<file path="config.mk">
export PLATFORM = sky130hd
export DESIGN_NAME = scroll_controller
export DESIGN_NICKNAME = d
export VERILOG_FILES = /design/src/rtl/dino_pkg.sv /design/src/rtl/rise_detect.sv /design/src/rtl/scroll_controller.sv
export SDC_FILE = /design/constraint.sdc
export NUM_CORES = 1
export LEC_CHECK = 0
export ABC_AREA = 1
export CORE_UTILIZATION = 45
export CTS_CLUSTER_DIAMETER = 150
export DETAILED_ROUTE_END_ITERATION = 7
export GPL_TIMING_DRIVEN = 1
export PLACE_DENSITY = 0.8
export SETUP_SLACK_MARGIN = 0.2
export SLEW_MARGIN = 20
export SYNTH_ARGS = -nofsm -noshare
export SYNTH_HDL_FRONTEND = slang
export SYNTH_HIERARCHICAL = 1
export SYNTH_SLANG_ARGS = --single-unit
</file>
<file path="constraint.sdc">
create_clock -name CLK -period 1.9 [get_ports CLK]
set_input_delay 0.475 -clock CLK [delete_from_list [all_inputs] [get_ports CLK]]
set_output_delay 0.475 -clock CLK [all_outputs]
set_load 0.01 [all_outputs]
</file>
<file path="src/rtl/dino_pkg.sv">
// Shared types and geometry for the endless-runner scroll logic.
package dino_pkg;
    typedef enum logic [1:0] {
        IDLE = 2'd0,
        RUN  = 2'd1,
        OVER = 2'd2
    } state_t;

    localparam int TILE_W   = 40;
    localparam int SPEED_W  = 4;
    localparam int OFFSET_W = 6;
    localparam int SCORE_W  = 16;
endpackage

</file>
<file path="src/rtl/rise_detect.sv">
// Rising-edge detector for the start button. An edge needs a real low sample
// since reset, so a button held through reset release does not fire.
module rise_detect (
    input  logic CLK,
    input  logic rst,
    input  logic in,
    output logic pulse
);
    logic prev_q;
    logic seen_q;

    always_ff @(posedge CLK or posedge rst) begin
        if (rst) begin
            prev_q <= 1'b0;
            seen_q <= 1'b0;
        end else begin
            prev_q <= in;
            seen_q <= 1'b1;
        end
    end

    assign pulse = in & ~prev_q & seen_q;
endmodule

</file>
<file path="src/rtl/scroll_controller.sv">
// Game FSM plus ground scroll phase, speed levelling and frame score.
module scroll_controller
    import dino_pkg::*;
#(
    parameter int FRAMES_PER_LEVEL = 600,
    parameter int SPEED_INIT       = 4,
    parameter int SPEED_MAX        = 12
) (
    input  logic                CLK,
    input  logic                rst,
    input  logic                frame_tick,
    input  logic                start_btn,
    input  logic                collision,
    output logic                game_status,
    output logic                game_over,
    output logic [SPEED_W-1:0]  speed,
    output logic [OFFSET_W-1:0] ground_offset,
    output logic                tile_advance,
    output logic [SCORE_W-1:0]  score
);
    localparam int LVL_W = (FRAMES_PER_LEVEL > 1) ? $clog2(FRAMES_PER_LEVEL) : 1;

    state_t              state_q, state_d;
    logic [SPEED_W-1:0]  speed_q, speed_d;
    logic [OFFSET_W-1:0] offset_q, offset_d;
    logic                tile_q, tile_d;
    logic [SCORE_W-1:0]  score_q, score_d;
    logic [LVL_W-1:0]    lvl_q, lvl_d;
    logic                start_edge;
    logic [6:0]          sum;

    rise_detect u_start (
        .CLK   (CLK),
        .rst   (rst),
        .in    (start_btn),
        .pulse (start_edge)
    );

    assign sum = {1'b0, offset_q} + {3'b000, speed_q};

    always_comb begin
        state_d  = state_q;
        speed_d  = speed_q;
        offset_d = offset_q;
        tile_d   = 1'b0;
        score_d  = score_q;
        lvl_d    = lvl_q;
        case (state_q)
            IDLE, OVER: begin
                // A start edge wins over a same-cycle frame tick.
                if (start_edge) begin
                    state_d  = RUN;
                    speed_d  = SPEED_W'(SPEED_INIT);
                    offset_d = '0;
                    score_d  = '0;
                    lvl_d    = '0;
                end
            end
            RUN: begin
                if (collision) begin
                    state_d = OVER;
                end else if (frame_tick) begin
                    if (sum >= 7'(TILE_W)) begin
                        offset_d = OFFSET_W'(sum - 7'(TILE_W));
                        tile_d   = 1'b1;
                    end else begin
                        offset_d = OFFSET_W'(sum);
                    end
                    if (score_q != '1)
                        score_d = score_q + 1'b1;
                    if (lvl_q == LVL_W'(FRAMES_PER_LEVEL - 1)) begin
                        lvl_d = '0;
                        if (speed_q < SPEED_W'(SPEED_MAX))
                            speed_d = speed_q + 1'b1;
                    end else begin
                        lvl_d = lvl_q + 1'b1;
                    end
                end
            end
            default: state_d = IDLE;
        endcase
    end

    always_ff @(posedge CLK or posedge rst) begin
        if (rst) begin
            state_q  <= IDLE;
            speed_q  <= SPEED_W'(SPEED_INIT);
            offset_q <= '0;
            tile_q   <= 1'b0;
            score_q  <= '0;
            lvl_q    <= '0;
        end else begin
            state_q  <= state_d;
            speed_q  <= speed_d;
            offset_q <= offset_d;
            tile_q   <= tile_d;
            score_q  <= score_d;
            lvl_q    <= lvl_d;
        end
    end

    assign game_status   = (state_q == RUN);
    assign game_over     = (state_q == OVER);
    assign speed         = speed_q;
    assign ground_offset = offset_q;
    assign tile_advance  = tile_q;
    assign score         = score_q;
endmodule
</file>
==> flow_summary.ini <==
[setup_path]
crit_start = speed[0]
reg2reg_depth = 13
endpoint_kind = flip-flop
worst_ep_required_time_ns = 2.09
critical_path_class = reg2reg
r2r-start = speed[0]
startpoint_type = flip-flop
crit_path_end = ground_offset[4]
r2r_setup_slack_ns = -0.09
crit_arrival_ns = 2.18
worstReg2RegEnd = ground_offset[4]
crit_fanout = 3

[clock_tree]
cts_tree = done
cts_buffers = 5
clock_latency_ns = 0.30
cts_max_level = 2
path_clk_slew_ns = 0.08
cts_root_buf = clkbuf_8
clk_path_buf_depth = 2
clock_sinks = 41

[timing]
setup_viol = 3
layout_setup_ws_ns = -0.0928
finalCriticalPeriod_ns = 1.99
hold_viol = 0
rsz0062_at_grt = yes
drv_slew = 0
finalClockSkew_ns = 0.00583
period_share_pct = 105
hold-worst-slack_ns = 0.358
max_freq_mhz = 502

[die]
start_util_pct = 48.1
die_x_um = 77.1
ioPinCount = 34
die_h_um = 77.1
die_area_um2 = 5940
rows = 26
core_area_um2 = 5270

[run_status]
outcome = finished with violations
violations = setup timing

[final_layout]
area_delta_synth_final_pct = 59.0
antenna_cells = 0
nets = 454
drive_gt1_share_pct = 43.3
seqCellArea_um2 = 1040
multi_input_area_um2 = 1670
fillCellCount = 330
finalNonFillerCells = 511

[routing]
drcViolationCount = 0
vias = 2951
drt_wl_total_mm = 9.19
antenna_left = 0
via_per_inst = 5.77
routedWlPerCell_um = 18.0
drt_iter0_markers = 257
firstDrtPassIters = 5

[global_routing]
grt_start_max_net_pins = 40
track_usage_pct = 25.7
antenna_found_initial = 0
grt_pass1_vias = 2637
overflow = 0
grt_pass1_wl_mm = 12.0

[yosys]
ys_seq_area_share_pct = 40.5
yosysWarnings = 6
async_reset_ff_share_pct = 100
synth.top_cells.by_area = dfrtp_1, nand2_1, inv_1, nand3_1, nor2_1
synth_cells = 332
netlist_top_cells_count = nand2_1, dfrtp_1, inv_1
postSynthAreaPerCell_um2 = 7.64
yosysMostFrequentCell = nand2_1
synth-seq-cells = 41
yosysTopAreaCell = dfrtp_1
synthesis.nets = 346
yosysTopAreaCellShare_pct = 39.5
synth_enable_flop_cells = 0
synth_area_um2 = 2530
synth_flop_cell = dfrtp_1
ys_types = 39

[flow_run]
maxCapViolations = 0

[pwr]
vdd_drop_max_mv = 0.450
swShare_pct = 31.2
total_leakage_power_nw = 2.04
intPower_mw = 1.72
power_mw = 2.50
combinationalPowerShare_pct = 31.1
switchingPower_mw = 0.781
clkPwrFrac_pct = 29.8
p_seq_share_pct = 39.1
powerDensity_nw_per_um2 = 620

[place]
dp_hpwl_mm = 4.57
place_inst = 457
port_buffers = 33
gp_congestion = 0.900

[worst_hold_path]
worstHoldPathType = in2async
metal layers:
layer	up-vias	track usage, %	wire (µm)
li1	1301	-	-
met1	1419	30.7	3460
met2	182	44.0	4620
met3	49	5.00	705
met4	0	12.3	397
met5	-	0	0
worst max-delay path, cell delays in order (launching register included):
cell	delay (ns)
dfrtp_2	0.43
ha_4	0.17
fa_2	0.38
nand3_2	0.09
nand4_1	0.10
nand2_2	0.12
buf_6	0.11
inv_4	0.03
nor2_4	0.10
nand2_2	0.09
nand3_4	0.10
nand2_2	0.05
nand3_1	0.06
nand2_1	0.05
worst min path at each step:
stage	start	to	slack (ns)	depth (start not counted)
global placement	lvl_q[9]	lvl_q[9]	0.47	1
CTS	rst	u_start/prev_q	0.35	2
floorplan	rst	u_start/prev_q	0.22	1
detailed placement	lvl_q[9]	lvl_q[9]	0.48	1
global route	rst	u_start/seen_q	0.39	2
finish	rst	u_start/seen_q	0.36	2
cells in the final DEF (no fill, tap or decap), types with 7 or more instances in the layout:
cell type / instances
buf_4: 56
buf_6: 14
dfrtp_1: 31
dfrtp_2: 9
dlygate4sd2_1: 19
dlymetal6s2s_1: 7
inv_1: 31
inv_2: 7
nand2_1: 60
nand2_2: 19
nand3_1: 20
nand3_2: 8
nand4_1: 9
nor2_1: 24
nor2_4: 8
o21ai_1: 7
o21ai_2: 11
xor2_1: 10
metrics by stage:
step                worst slack, ns  setup TNS, ns  util [%]  instance area [µm²]
global route                 -0.222         -0.699      76.5                 4030
finish                      -0.0928         -0.205      76.5                 4030
CTS                         -0.0295        -0.0531      67.5                 3560
detailed placement           -0.260          -6.37      60.7                 3200
floorplan                   -0.0201        -0.0403         -                 2610
global placement             -0.171          -4.00      60.7                 3200
state kept, by name, indices dropped and copies added, names as in the netlist:
name and cells:
score 16, lvl_q 10, ground_offset 6, speed 4
state_q 2, tile_advance 1, u_start/prev_q 1, u_start/seen_q 1
cells by family after synthesis:
kind of cell	after synthesis	share of synthesized area, %
buf+inv	48	8.00
simple gates	181	32.9
other cells	1	0.148
xor+xnor	11	3.80
fa+ha+maj	9	4.74
compound gates	41	9.92
flops	41	40.5
final cells by class:
type                       count  share of cell area [%]
inverter                      42                    4.35
clock inverter                 1                   0.745
multi-input combinational    244                    41.3
clock buffer                   7                    2.14
sequential                    41                    25.8
timing repair buffer         105                    23.3
timing repair inverter         1                   0.217
tap                           70                    2.17
repair_timing:
item                                    4_1_cts  5_1_grt
hold buffers                                  0        0
setup buffers                                27       17
resized for setup                            49      100
endpoints found under the setup margin       62       43
pin swaps                                    14       33
cloned                                        1        1
power groups by stage:
| stage | clock, mW | sequential, mW | combinational, mW |
|---|---|---|---|
| 2_1_floorplan | 0 | 1.01 | 0.299 |
| 3_3_place_gp | 0 | 0.982 | 0.531 |
| 3_5_place_dp | 0 | 0.987 | 0.548 |
| 4_1_cts | 0.746 | 0.970 | 0.587 |
| 5_1_grt | 0.786 | 0.983 | 0.829 |
| 6_report | 0.744 | 0.978 | 0.778 |
No activity file was read; power rests on OpenSTA's default activity.
